`src/rtl/demux1to4_buf.sv`:
```
// One-to-four demultiplexer with a one-entry holding buffer per channel.
// Valid/ready input handshake; each channel is drained by its own Ack bit.
module demux1to4_buf #(
    parameter int WIDTH = 32
) (
    input  logic             clk,
    input  logic             rst,
    input  logic             In_Valid,
    output logic             In_Ready,
    input  logic [1:0]       Selector,
    input  logic [WIDTH-1:0] Data,
    output logic [WIDTH-1:0] R0,
    output logic [WIDTH-1:0] R1,
    output logic [WIDTH-1:0] R2,
    output logic [WIDTH-1:0] R3,
    output logic [3:0]       Valid,
    input  logic [3:0]       Ack,
    output logic [15:0]      Accept_Count
);

    typedef enum logic {
        EMPTY = 1'b0,
        FULL  = 1'b1
    } chan_state_t;

    chan_state_t      state_q [4];
    chan_state_t      state_d [4];
    logic [WIDTH-1:0] buf_q   [4];
    logic [15:0]      count_q;
    logic             accept;
    logic [3:0]       load;

    // A full channel can still accept when its consumer drains it this cycle.
    always_comb begin
        In_Ready = (state_q[Selector] == EMPTY) || Ack[Selector];
        accept   = In_Valid && In_Ready;
        load     = 4'b0000;
        if (accept) begin
            load[Selector] = 1'b1;
        end
    end

    always_comb begin
        for (int i = 0; i < 4; i++) begin
            state_d[i] = state_q[i];
            unique case (state_q[i])
                EMPTY: begin
                    if (load[i]) begin
                        state_d[i] = FULL;
                    end
                end
                FULL: begin
                    if (!load[i] && Ack[i]) begin
                        state_d[i] = EMPTY;
                    end
                end
            endcase
        end
    end

    always_ff @(posedge clk) begin
        if (rst) begin
            for (int i = 0; i < 4; i++) begin
                state_q[i] <= EMPTY;
                buf_q[i]   <= '0;
            end
            count_q <= 16'h0000;
        end else begin
            for (int i = 0; i < 4; i++) begin
                state_q[i] <= state_d[i];
                if (load[i]) begin
                    buf_q[i] <= Data;
                end
            end
            if (accept) begin
                count_q <= count_q + 16'h0001;
            end
        end
    end

    always_comb begin
        for (int i = 0; i < 4; i++) begin
            Valid[i] = (state_q[i] == FULL);
        end
    end

    assign R0           = buf_q[0];
    assign R1           = buf_q[1];
    assign R2           = buf_q[2];
    assign R3           = buf_q[3];
    assign Accept_Count = count_q;

endmodule

```
`config.mk`:
```
export PLATFORM = sky130hd
export DESIGN_NAME = demux1to4_buf
export DESIGN_NICKNAME = d
export VERILOG_FILES = /design/src/rtl/demux1to4_buf.sv
export SDC_FILE = /design/constraint.sdc
export NUM_CORES = 1
export LEC_CHECK = 0
export ABC_AREA = 1
export CORE_AREA = 8 8 118 120
export DETAILED_ROUTE_END_ITERATION = 8
export DIE_AREA = 0 0 126 128
export HOLD_SLACK_MARGIN = 0.08
export PLACE_DENSITY = 0.85
export SLEW_MARGIN = 30
export SYNTH_ARGS = -nofsm -noshare
export SYNTH_HDL_FRONTEND = slang
export SYNTH_SLANG_ARGS = --single-unit
```
`constraint.sdc`:
```
create_clock -name clk -period 10.05 [get_ports clk]
set_input_delay 1.005 -clock clk [delete_from_list [all_inputs] [get_ports clk]]
set_output_delay 1.005 -clock clk [all_outputs]
set_load 0.01 [all_outputs]
```
Word-level counts from Yosys, hierarchy flattened --
Memory sizes are Yosys's and may differ from the RTL's. Index checks and enable logic that the tools add are counted.
Word-level totals: register bits 16, bits in writable memories 132, input port bits 41, output and inout port bits 149, memories kept 2
Operators by class: $add $sub $neg 1, $lt $le $gt $ge 2, multiplexer cells 36, bitwise logic cells 13, reductions and logical operators 11
Memory list:
- buf_q | words 4, bits a word 32, rd ports 4, clocked after memory_dff 0, wr ports 4, RTL line 28 | logic [WIDTH-1:0] buf_q [4];
- state_q | words 4, bits a word 1, rd ports 5, clocked after memory_dff 0, wr ports 4, RTL line 26 | chan_state_t state_q [4];
Operators by type and width (count):
- $mux 32 | 4
- $mux 1 | 25
- $add 16x1->16 const B | 1
- $or 1x1->1 | 8
- $pmux 1 s2 | 4
- $logic_and 1x1->1 | 6
- $not 1->1 | 5
- $logic_not 1->1 | 4
- $mux 4 | 1
- $lt 2x3->1 const B | 1
- $bmux 1 s2 | 1
- $demux 1 s2 | 1
- $ge 2x1->1 const B | 1
- $logic_or 1x1->1 | 1

Depth between registers and ports, before layout --
word-level depth 10, gate-level depth with buffers 12

Worst setup path after synthesis --
Ideal clock, no wire load.
path type input to register, from input port Selector[0], to memory buf_q[3][4], in the netlist buf_q[0][100], enable pin, library setup time 466 ps, data arrival time 4100 ps, data required time 9584 ps, setup slack 5485 ps, cell stages on the path 9, cells stage by stage buf_6 > nor2_4 > nand2_1 > nand2_1 > nor2_2 > nand2_2 > nand2_2 > buf_4 > o21ai_0
RTL lines:
- start, declared | RTL line 10 | input logic [1:0] Selector,
- end, declared | RTL line 28

Worst setup path in the final report --
from input port Selector[0], to output port In_Ready
Between the ends: cells in the longest elaborated chain, start to end 3
RTL lines:
- $mem_v2 4x1 / $bmux 1 s2 (equally long branches)
- $not 1->1 / $mux 1 (equally long branches) | RTL line 35 | In_Ready = (state_q[Selector] == EMPTY) || Ack[Selector];
- $logic_or 1x1->1 * | RTL line 35
- end, declared | RTL line 9 | output logic In_Ready,
Mark *: on every way between the ends. The rest lies on a longest branch, timed or not. The select of a mux whose other input is x is not followed.

==> out/qor.csv <==
stage,metric,value,unit
global_route,grt_pass1_vias,4442,
synthesis,synth_cell_types,24,
worst_setup_path,critPathMaxStageDelay,0.66,ns
route,vias,4382,
worst_setup_path,cp_slowest_cell,clkdlybuf4s50_1,
run,maxCapViolations,0,
power_and_ir_drop,combPwrFrac,9.2,%
worst_setup_path,endpoint_kind,output port,
route,vias_per_cell,5.12,
die,row_count,41,
sta,slew_viol_final,0,
sta,fin_setup_tns,0,ns
clocking,htreeDepth,4,
route,ant_nets,0,
power_and_ir_drop,p_leak,3.36,nW
sta,worst-slew-pin-transition,0.923,ns
synthesis,ys_seq_area_share,72.1,%
power_and_ir_drop,ir_worst_vdd,0.0920,mV
min_path,hp-start,state_q[1],
die,die_h,128,um
power_and_ir_drop,internal-power,0.00111,W
synthesis,synthCells,505,
power_and_ir_drop,swShare,23.9,%
worst_setup_path,worstSetupPathType,in -> out,
cells_and_area,fill_cells,849,
clocking,cts_hold_buf,0,
clocking,cts_made_buffers,17,
power_and_ir_drop,p_per_area,174,nW/um^2
clocking,clock_path_buffers,2,
synthesis,yosysWarnings,0,
sta,max_clock_freq,250,MHz
synthesis,yosysTopAreaCell,edfxtp_1,
die,ioPinCount,190,
clocking,post_cts_resized,0,
die,start_util,48.2,%
status,run_status,"finished, final reports clean",
worst_setup_path,cp_common_cell,nand2_1,
place,hpwl,11100,um
cells_and_area,syn2layout_area_growth,42.7,%
synthesis,synth_most_common_cell,nor2_1,
synthesis,synth_top_area_share,65.3,%
cells_and_area,final_util,68.8,%
sta,hold_viol,0,
clocking,clock_latency,0.41,ns
min_path,min_path_type,reg -> reg,
synthesis,ys_top_cells_by_count,"154 x nor2_1, 128 x edfxtp_1, 67 x nand2_1",
clocking,post-cts-setup-buffers,0,
synthesis,ys_seq_elements,148,
synthesis,synth.avg_cell_area,11.7,sq um
synthesis,synth_area_leaders,"edfxtp_1 65%, nor2_1 9.8%, dfxtp_1 6.8%",
sta,timing.final.crit_period,4.00,ns
cells_and_area,final_net_count,735,
clocking,clockRootBuffer,clkbuf_16,
die,die_area,16100,sq um
sta,rsz0062_at_grt,false,
global_route,antenna_found_initial,0,
min_path,hold_path_depth,2,
die,core_area,12200,sq um
worst_setup_path,crit_chain,clkdlybuf4s50_1 -> inv_2 -> nand2_1 -> nand2_1 -> nand2_1 -> nand2_2 -> nand2_2 -> clkdlybuf4s50_1,
power_and_ir_drop,totalPowerFinal,0.00146,W
worst_setup_path,setup.worst_path.start,Selector[0],
route,drt_iter0_drc,420,
route,post_drt_wl_per_cell,18.6,um
global_route,grt_max_degree,34,
worst_setup_path,path_max_fanout,19,
worst_setup_path,crit_required,9.05,ns
power_and_ir_drop,clockPowerShare,42.5,%
cells_and_area,seq_area,4240,sq um
sta,maxSlewHeadroom,38.2,%
global_route,grt_pass1_wl,24500,um
power_and_ir_drop,switching_power,0.000349,W
worst_setup_path,start_kind,input pin,
global_route,grt_overflow,0,
synthesis,synth_flop_cell,edfxtp_1,
power_and_ir_drop,p_seq_share,48.3,%
synthesis,synth_area,5890,sq um
sta,period_share,39.8,%
cells_and_area,final_layout_size_suffix_gt1_share,7.08,%
global_route,grt_usage,19.6,%
synthesis,synth_edf_count,128,
sta,skew,0.00898,ns
worst_setup_path,ff2ff_path_depth,9,
place,io_buffers,189,
worst_setup_path,reg2reg_from,state_q[3],
sta,final-setup-viol-count,0,
route,drt_first_pass_iters,5,
synthesis,async_flop_share,0,%
die,die_w,126,um
cells_and_area,multiInputGateArea,1260,sq um
route,drt_wl_total,16000,um
worst_setup_path,crit_arrival,2.99,ns
cells_and_area,num_antenna_cells,0,
place,globalplace.congestion,0.850,
clocking,clkSinkCount,148,
route,drc,0,
synthesis,syn-num-nets,547,
clocking,cts_tree,built,
clocking,path_clk_slew,0.06,ns
[worst max-delay path: cells and delay by family]
kind | cells | cell delay, ns
buffers and inverters | 3 | 1.38
AND/OR/NAND/NOR | 5 | 0.61
[cell families (layout without fill, tap and decap cells)]
logic type      after synthesis  in the layout  synth area share, %
compound gates               15             15                 1.47
xor+xnor                      5              5                0.744
fa+ha+maj                     1              1                0.212
buf+inv                      75            276                 6.78
flops                       148            148                 72.1
simple gates                261            261                 18.7
[per-layer routing]
metal  GRT usage, %  wire length (um)  share of wire (%)  vias up
met5              0                 0                  0        -
li1               -                 -                  -     2032
met2           32.6              7840                 49      240
met1           22.9              6340                 40     2085
met4           8.07               362                2.3        0
met3           6.70              1410                8.8       25
[power groups by stage]
stage | sequential [W] | combinational, W | clock, W
floorplan | 0.000731 | 0.0000389 | 0
global placement | 0.000717 | 0.000130 | 0
detailed placement | 0.000719 | 0.000135 | 0
CTS | 0.000706 | 0.000136 | 0.000627
global route | 0.000708 | 0.000143 | 0.000650
finish | 0.000705 | 0.000134 | 0.000620
[metrics by stage]
stage | instances | worst slack (ns) | cell area, sq um | hold slack, ns
after floorplan | 505 | 5.48 | 5890 | 0.458
after global placement | 823 | 6.15 | 7790 | 0.490
after detailed placement | 824 | 6.08 | 7820 | 0.482
after CTS | 856 | 6.08 | 8400 | 0.500
after global routing | 856 | 5.91 | 8400 | 0.527
final | 856 | 6.05 | 8400 | 0.495
[area by class of cell]
| type | count | share of cell area, % |
|---|---|---|
| clock inverters | 15 | 1.88 |
| inverters | 52 | 2.32 |
| well taps | 150 | 2.23 |
| multi-input cells | 282 | 15.0 |
| clock buffers | 17 | 5.06 |
| repair buffers | 192 | 23.0 |
| flip-flops and latches | 148 | 50.5 |
[registers in the layout, summed over array words and instances (netlist names)]
name          cells
Accept_Count     16
buf_q           128
state_q           4
[layout by cell type (no fill, tap or decap)]
| cell | instances |
|---|---|
| edfxtp_1 | 128 |
| ha_1 | 1 |
| xor2_1 | 3 |
| o21ai_4 | 1 |
| nand3_4 | 3 |
| bufinv_16 | 1 |
| nand3b_1 | 6 |
| inv_8 | 4 |
| buf_4 | 2 |
| clkdlybuf4s50_1 | 189 |
| clkinv_2 | 1 |
| nor2_2 | 2 |
| clkinv_4 | 2 |
| clkbuf_16 | 17 |
| xnor2_1 | 2 |
| dfxtp_1 | 20 |
| buf_16 | 1 |
| a21oi_1 | 9 |
| o21ai_0 | 4 |
| nand3_1 | 18 |
| nor2_4 | 1 |
| a21oi_4 | 1 |
| nand2_1 | 66 |
| nor2_1 | 154 |
| inv_2 | 2 |
| clkinvlp_4 | 1 |
| inv_6 | 6 |
| nand4_1 | 6 |
| nand2_2 | 5 |
| inv_1 | 50 |
[final timing paths]
kind | endpoint | slack [ns]
max reg2reg | buf_q[0][117] | 7.70
min reg2reg | state_q[1] | 0.49
max | In_Ready | 6.05
min | state_q[1] | 0.49
(Power assumes the default switching activity.)
